File: src/rtl/motorb_relu_seq_ctrl.sv
// ReLU sequencer for the motorB ap_fixed<32,8> activation stage: captures an
// N-element vector and pushes it through LANES shared ReLU lanes per cycle.
module motorb_relu_seq_ctrl #(
    parameter int unsigned N     = 9,
    parameter int unsigned W     = 32,
    parameter int unsigned LANES = 1
) (
    input  logic           ap_clk,
    input  logic           ap_rst,
    input  logic           ap_start,
    input  logic [N*W-1:0] p_read_flat,
    output logic           ap_idle,
    output logic           ap_ready,
    output logic           ap_done,
    output logic [N*W-1:0] ap_return_flat
);

    localparam int unsigned NW = N * W;
    localparam int unsigned IW = $clog2(N + LANES);
    localparam logic [IW-1:0] N_IW     = IW'(N);
    localparam logic [IW-1:0] LANES_IW = IW'(LANES);

    typedef enum logic [1:0] {
        S_IDLE,
        S_RUN,
        S_DONE
    } state_t;

    state_t          state_q, state_d;
    logic [IW-1:0]   idx_q, idx_d;
    logic [NW-1:0]   in_buf_q, in_buf_d;
    logic [NW-1:0]   out_buf_q, out_buf_d;
    logic [NW-1:0]   ret_q, ret_d;
    logic            done_q, done_d;
    logic            idle_q, idle_d;
    logic            ready_c;

    // Positive values pass unchanged; zero and every negative value give 0.
    function automatic logic [W-1:0] relu(input logic [W-1:0] x);
        return (!x[W-1] && (x != '0)) ? {1'b0, x[W-2:0]} : '0;
    endfunction

    always_ff @(posedge ap_clk) begin
        if (ap_rst) begin
            state_q   <= S_IDLE;
            idx_q     <= '0;
            in_buf_q  <= '0;
            out_buf_q <= '0;
            ret_q     <= '0;
            done_q    <= 1'b0;
            idle_q    <= 1'b1;
        end else begin
            state_q   <= state_d;
            idx_q     <= idx_d;
            in_buf_q  <= in_buf_d;
            out_buf_q <= out_buf_d;
            ret_q     <= ret_d;
            done_q    <= done_d;
            idle_q    <= idle_d;
        end
    end

    always_comb begin
        state_d   = state_q;
        idx_d     = idx_q;
        in_buf_d  = in_buf_q;
        out_buf_d = out_buf_q;
        ret_d     = ret_q;
        done_d    = 1'b0;
        ready_c   = 1'b0;

        case (state_q)
            S_IDLE: begin
                if (ap_start) begin
                    in_buf_d = p_read_flat;
                    idx_d    = '0;
                    ready_c  = 1'b1;
                    state_d  = S_RUN;
                end
            end
            S_RUN: begin
                // Only the elements inside the current lane window are written;
                // lanes that fall past N on the last pass match nothing.
                for (int unsigned i = 0; i < N; i++) begin
                    if ((IW'(i) >= idx_q) && (IW'(i) < idx_q + LANES_IW)) begin
                        out_buf_d[i*W +: W] = relu(in_buf_q[i*W +: W]);
                    end
                end
                idx_d = idx_q + LANES_IW;
                if (idx_d >= N_IW) begin
                    ret_d   = out_buf_d;
                    done_d  = 1'b1;
                    state_d = S_DONE;
                end
            end
            S_DONE: begin
                if (ap_start) begin
                    in_buf_d = p_read_flat;
                    idx_d    = '0;
                    ready_c  = 1'b1;
                    state_d  = S_RUN;
                end else begin
                    state_d = S_IDLE;
                end
            end
            default: begin
                state_d = S_IDLE;
            end
        endcase

        if (ap_rst) begin
            ready_c = 1'b0;
        end
        idle_d = (state_d == S_IDLE);
    end

    // ap_ready acknowledges ap_start in the same cycle, as the handshake expects.
    assign ap_ready       = ready_c;
    assign ap_idle        = idle_q;
    assign ap_done        = done_q;
    assign ap_return_flat = ret_q;

endmodule

File: config.mk
export PLATFORM = sky130hd
export DESIGN_NAME = motorb_relu_seq_ctrl
export DESIGN_NICKNAME = d
export VERILOG_FILES = /design/src/rtl/motorb_relu_seq_ctrl.sv
export SDC_FILE = /design/constraint.sdc
export NUM_CORES = 2
export LEC_CHECK = 0
export CAP_MARGIN = 20
export CORE_MARGIN = 2
export CORE_UTILIZATION = 35
export CTS_BUF_LIST = sky130_fd_sc_hd__clkbuf_2
export CTS_CLUSTER_SIZE = 30
export DETAILED_ROUTE_END_ITERATION = 12
export GPL_TIMING_DRIVEN = 1
export PLACE_DENSITY = 0.58
export SETUP_SLACK_MARGIN = 0.4
export SLEW_MARGIN = 20
export SYNTH_ARGS = -nofsm -noshare
export SYNTH_HDL_FRONTEND = slang
export SYNTH_SLANG_ARGS = --single-unit
File: constraint.sdc
create_clock -name ap_clk -period 2.05 [get_ports ap_clk]
set_input_delay 0.205 -clock ap_clk [delete_from_list [all_inputs] [get_ports ap_clk]]
set_output_delay 0.205 -clock ap_clk [all_outputs]
set_load 0.02 [all_outputs]
==> metrics.txt <==
status finished, violations left; failing checks setup timing; drt wl/cell 20.9 um; setup ws final -0.592 ns; cell breakdown of the critical path buf_6, nand2b_4, nor2_4, buf_6, buf_6; VDD IR-drop max 0.452 mV; Synth async-reset ratio 0; CP max-delay cell dfxtp_2; RePlAce Congestion 0.815; Rows 109; core area 0.0882 mm2; layout cells sized above 1 0.372; setup-violating endpoint count in the final report 757; Critical Path RT about 1.9 ns; crit path kind flip-flop to output port; clock skew 0.126 ns; Arrival @ worst endpoint 2.44 ns; Pre-Repair DR Iteration Count 6; most common cell in the synthesized netlist dfxtp_1; Final Cycle Share 1.29; setup TNS -107.48 ns; RSZ-0062 raised after global routing yes; Fin Hold WS 0.246 ns; fin area 0.0550 mm2; H-tree depth 4; Starting Density 0.352; leakage between 20 and 25 nW; Max Freq 0.378 GHz; Yosys cell types 49; max_slew headroom 0.0562; CP peak stage delay 0.33 ns; DR iter-0 viols 2,261; most frequent CP cell buf_6; largest cells by area after synthesis dfxtp_1 56%, nand2_1 9.4%, a21oi_1 7.5%, a22o_1 6.8%, nand3_1 2.1%; CTS buffer count around 220; Vias/cell 5.23; YS warnings 0; vias in the first global route 30,600; Hold Crit Class input port to flip-flop; final wirelength between 100,000 and 150,000 um; critical path capture point type output port; DR DRC count 0; gr usage total 0.240; chip width 302 um; Cells after Synth 3,446; vias post-DR 32,800; largest net degree at the start of global routing 189; Final Slew Violations 0; Syn Area/Cell 9.02 um2; leading area contributor after synthesis dfxtp_1; Worst-Skew Late Latency between 1.5 and 2 ns; area delta synth->final 76.8%; Top FF cell, synth dfxtp_1; post-placement cell count between 5,000 and 6,000; Final nets between 5,000 and 6,000; top fanout value on the critical path 2; kind of cell adding the most delay to the critical path buffers and inverters; Port-buffer cells 581; total power divided by cell area 613 mW/mm2; CTS Root Cell clkbuf_2; dpl ws -0.0668 ns; Post-Place Cell Area 0.0393 mm2; Die H 302 um; Die Footprint about 0.091 mm2; post-synth top area share 0.561; syn nets 3,742; WP buf/inv 3; io pins 582; Hold Fails Final Rpt 0; initial antenna violation count 10; top cells by count, synth 872 x dfxtp_1, 778 x nand2_1, 464 x a21oi_1, 242 x a22o_1, 175 x clkbuf_1; post-synthesis sequential area ratio 0.561; measured slew at the worst slew-check pin 1.42 ns; CTS max path bufs 3; FF+latch count, synth 872; area of the mapped netlist between 0.03 and 0.04 mm2; first-pass GRT wire length ~170,000 um; Worst-path clk slew 0.10 ns; Post-synth EDFFs 0; post-DP HPWL approximately 70,000 um; Min Clock Period, post-route ~2.6 ns; CP Launch Type flip-flop; Final ANT Viol Nets 0; Layout Cells excl Fill 6,269; GRT overflow 0; CTS Sinks 872; CTS tree done; # Max-Cap Violations 0
final cells by class:
cell class / count / area, um2
antenna: 21 / 52.6
clock buffer: 331 / 1660
clock inverter: 41 / 313
fill: 6847 / 33300
inverter: 3 / 18.8
multi-input combinational: 2272 / 15600
sequential: 872 / 18000
tap: 1165 / 1460
timing repair buffer: 1564 / 17800
worst paths after layout:
| kind | from | endpoint | slack (ns) | cells past startpoint |
|---|---|---|---|---|
| hold / removal | ap_start | in_buf_q[263] | 0.25 | 6 |
| hold reg to reg | out_buf_q[71] | ap_return_flat[71] | 0.37 | 2 |
| setup / recovery | state_q[0] | ap_ready | -0.59 | 5 |
| setup reg to reg | idx_q[1] | ap_return_flat[87] | -0.30 | 13 |
cell families (layout without fill, tap and decap cells):
| group | Yosys count | count (layout) | synth area share |
|---|---|---|---|
| simple gates | 1388 | 1389 | 0.201 |
| compound gates | 877 | 877 | 0.194 |
| flops | 872 | 872 | 0.561 |
| buf+inv | 303 | 1939 | 0.0411 |
| fa+ha+maj | 5 | 5 | 0.00201 |
| mux | 1 | 1 | 0.000442 |
| other cells | 0 | 21 | 0 |
metrics by stage:
stage	utilization	total power, mW
6_report	0.623	33.7
3_5_place_dp	0.446	20.9
4_1_cts	0.551	33.7
3_3_place_gp	0.446	20.9
5_1_grt	0.623	35.2
2_1_floorplan	-	19.3
report_power, final:
group,total (mW),leakage (nW),internal [mW],switching (mW)
clock,12.1,1.53,4.90,7.24
sequential,17.6,7.24,17.2,0.414
combinational,3.94,12.3,2.02,1.92
routing by layer:
layer  up-vias  global-route usage  wire [um]
li1      15300                   -          -
met4         2               0.116       5770
met3       331              0.0584       9090
met5         -                   0         13
met1     15800               0.295      53600
met2      1306               0.393      62500
tightest hold or removal path, delay by kind of cell:
kind                   cells  cell delay (ns)
buffers and inverters      3             1.18
and+or+nand+nor            2             0.26
AOI/OAI and AO/OA          1             0.05
cell usage in the layout (no fill, tap or decap), drive strengths merged, types with 31 or more instances in the layout:
cell and n:
clkdlybuf4s50 289, a22o 242, a221oi 31, nand2 778
dlygate4sd3 580, and3 31, nand3b 34, nor3 71
nor3b 39, nand2b 35, a221o 31, a311oi 31
nor4 73, clkbuf 392, a22oi 32, a211oi 33
nor2 158, a21oi 464, buf 633, dfxtp 872
nand3 133
sequential cells by signal (all words and copies together), names as in the netlist:
register and flops:
ap_return_flat 288, in_buf_q 288, out_buf_q 288, idx_q 4, state_q 2, ap_done 1
ap_idle 1
what timing repair did:
action                                 4_1_cts  5_1_grt
gates cloned                                 9       86
gates resized for setup                   2162      861
setup endpoints to repair                 1022     1136
endpoints found under the hold margin      872        0
buffers inserted                            43      106
pin swaps                                   21      367
hold buffers                               580        0
Power figures use the tool's default switching activity.
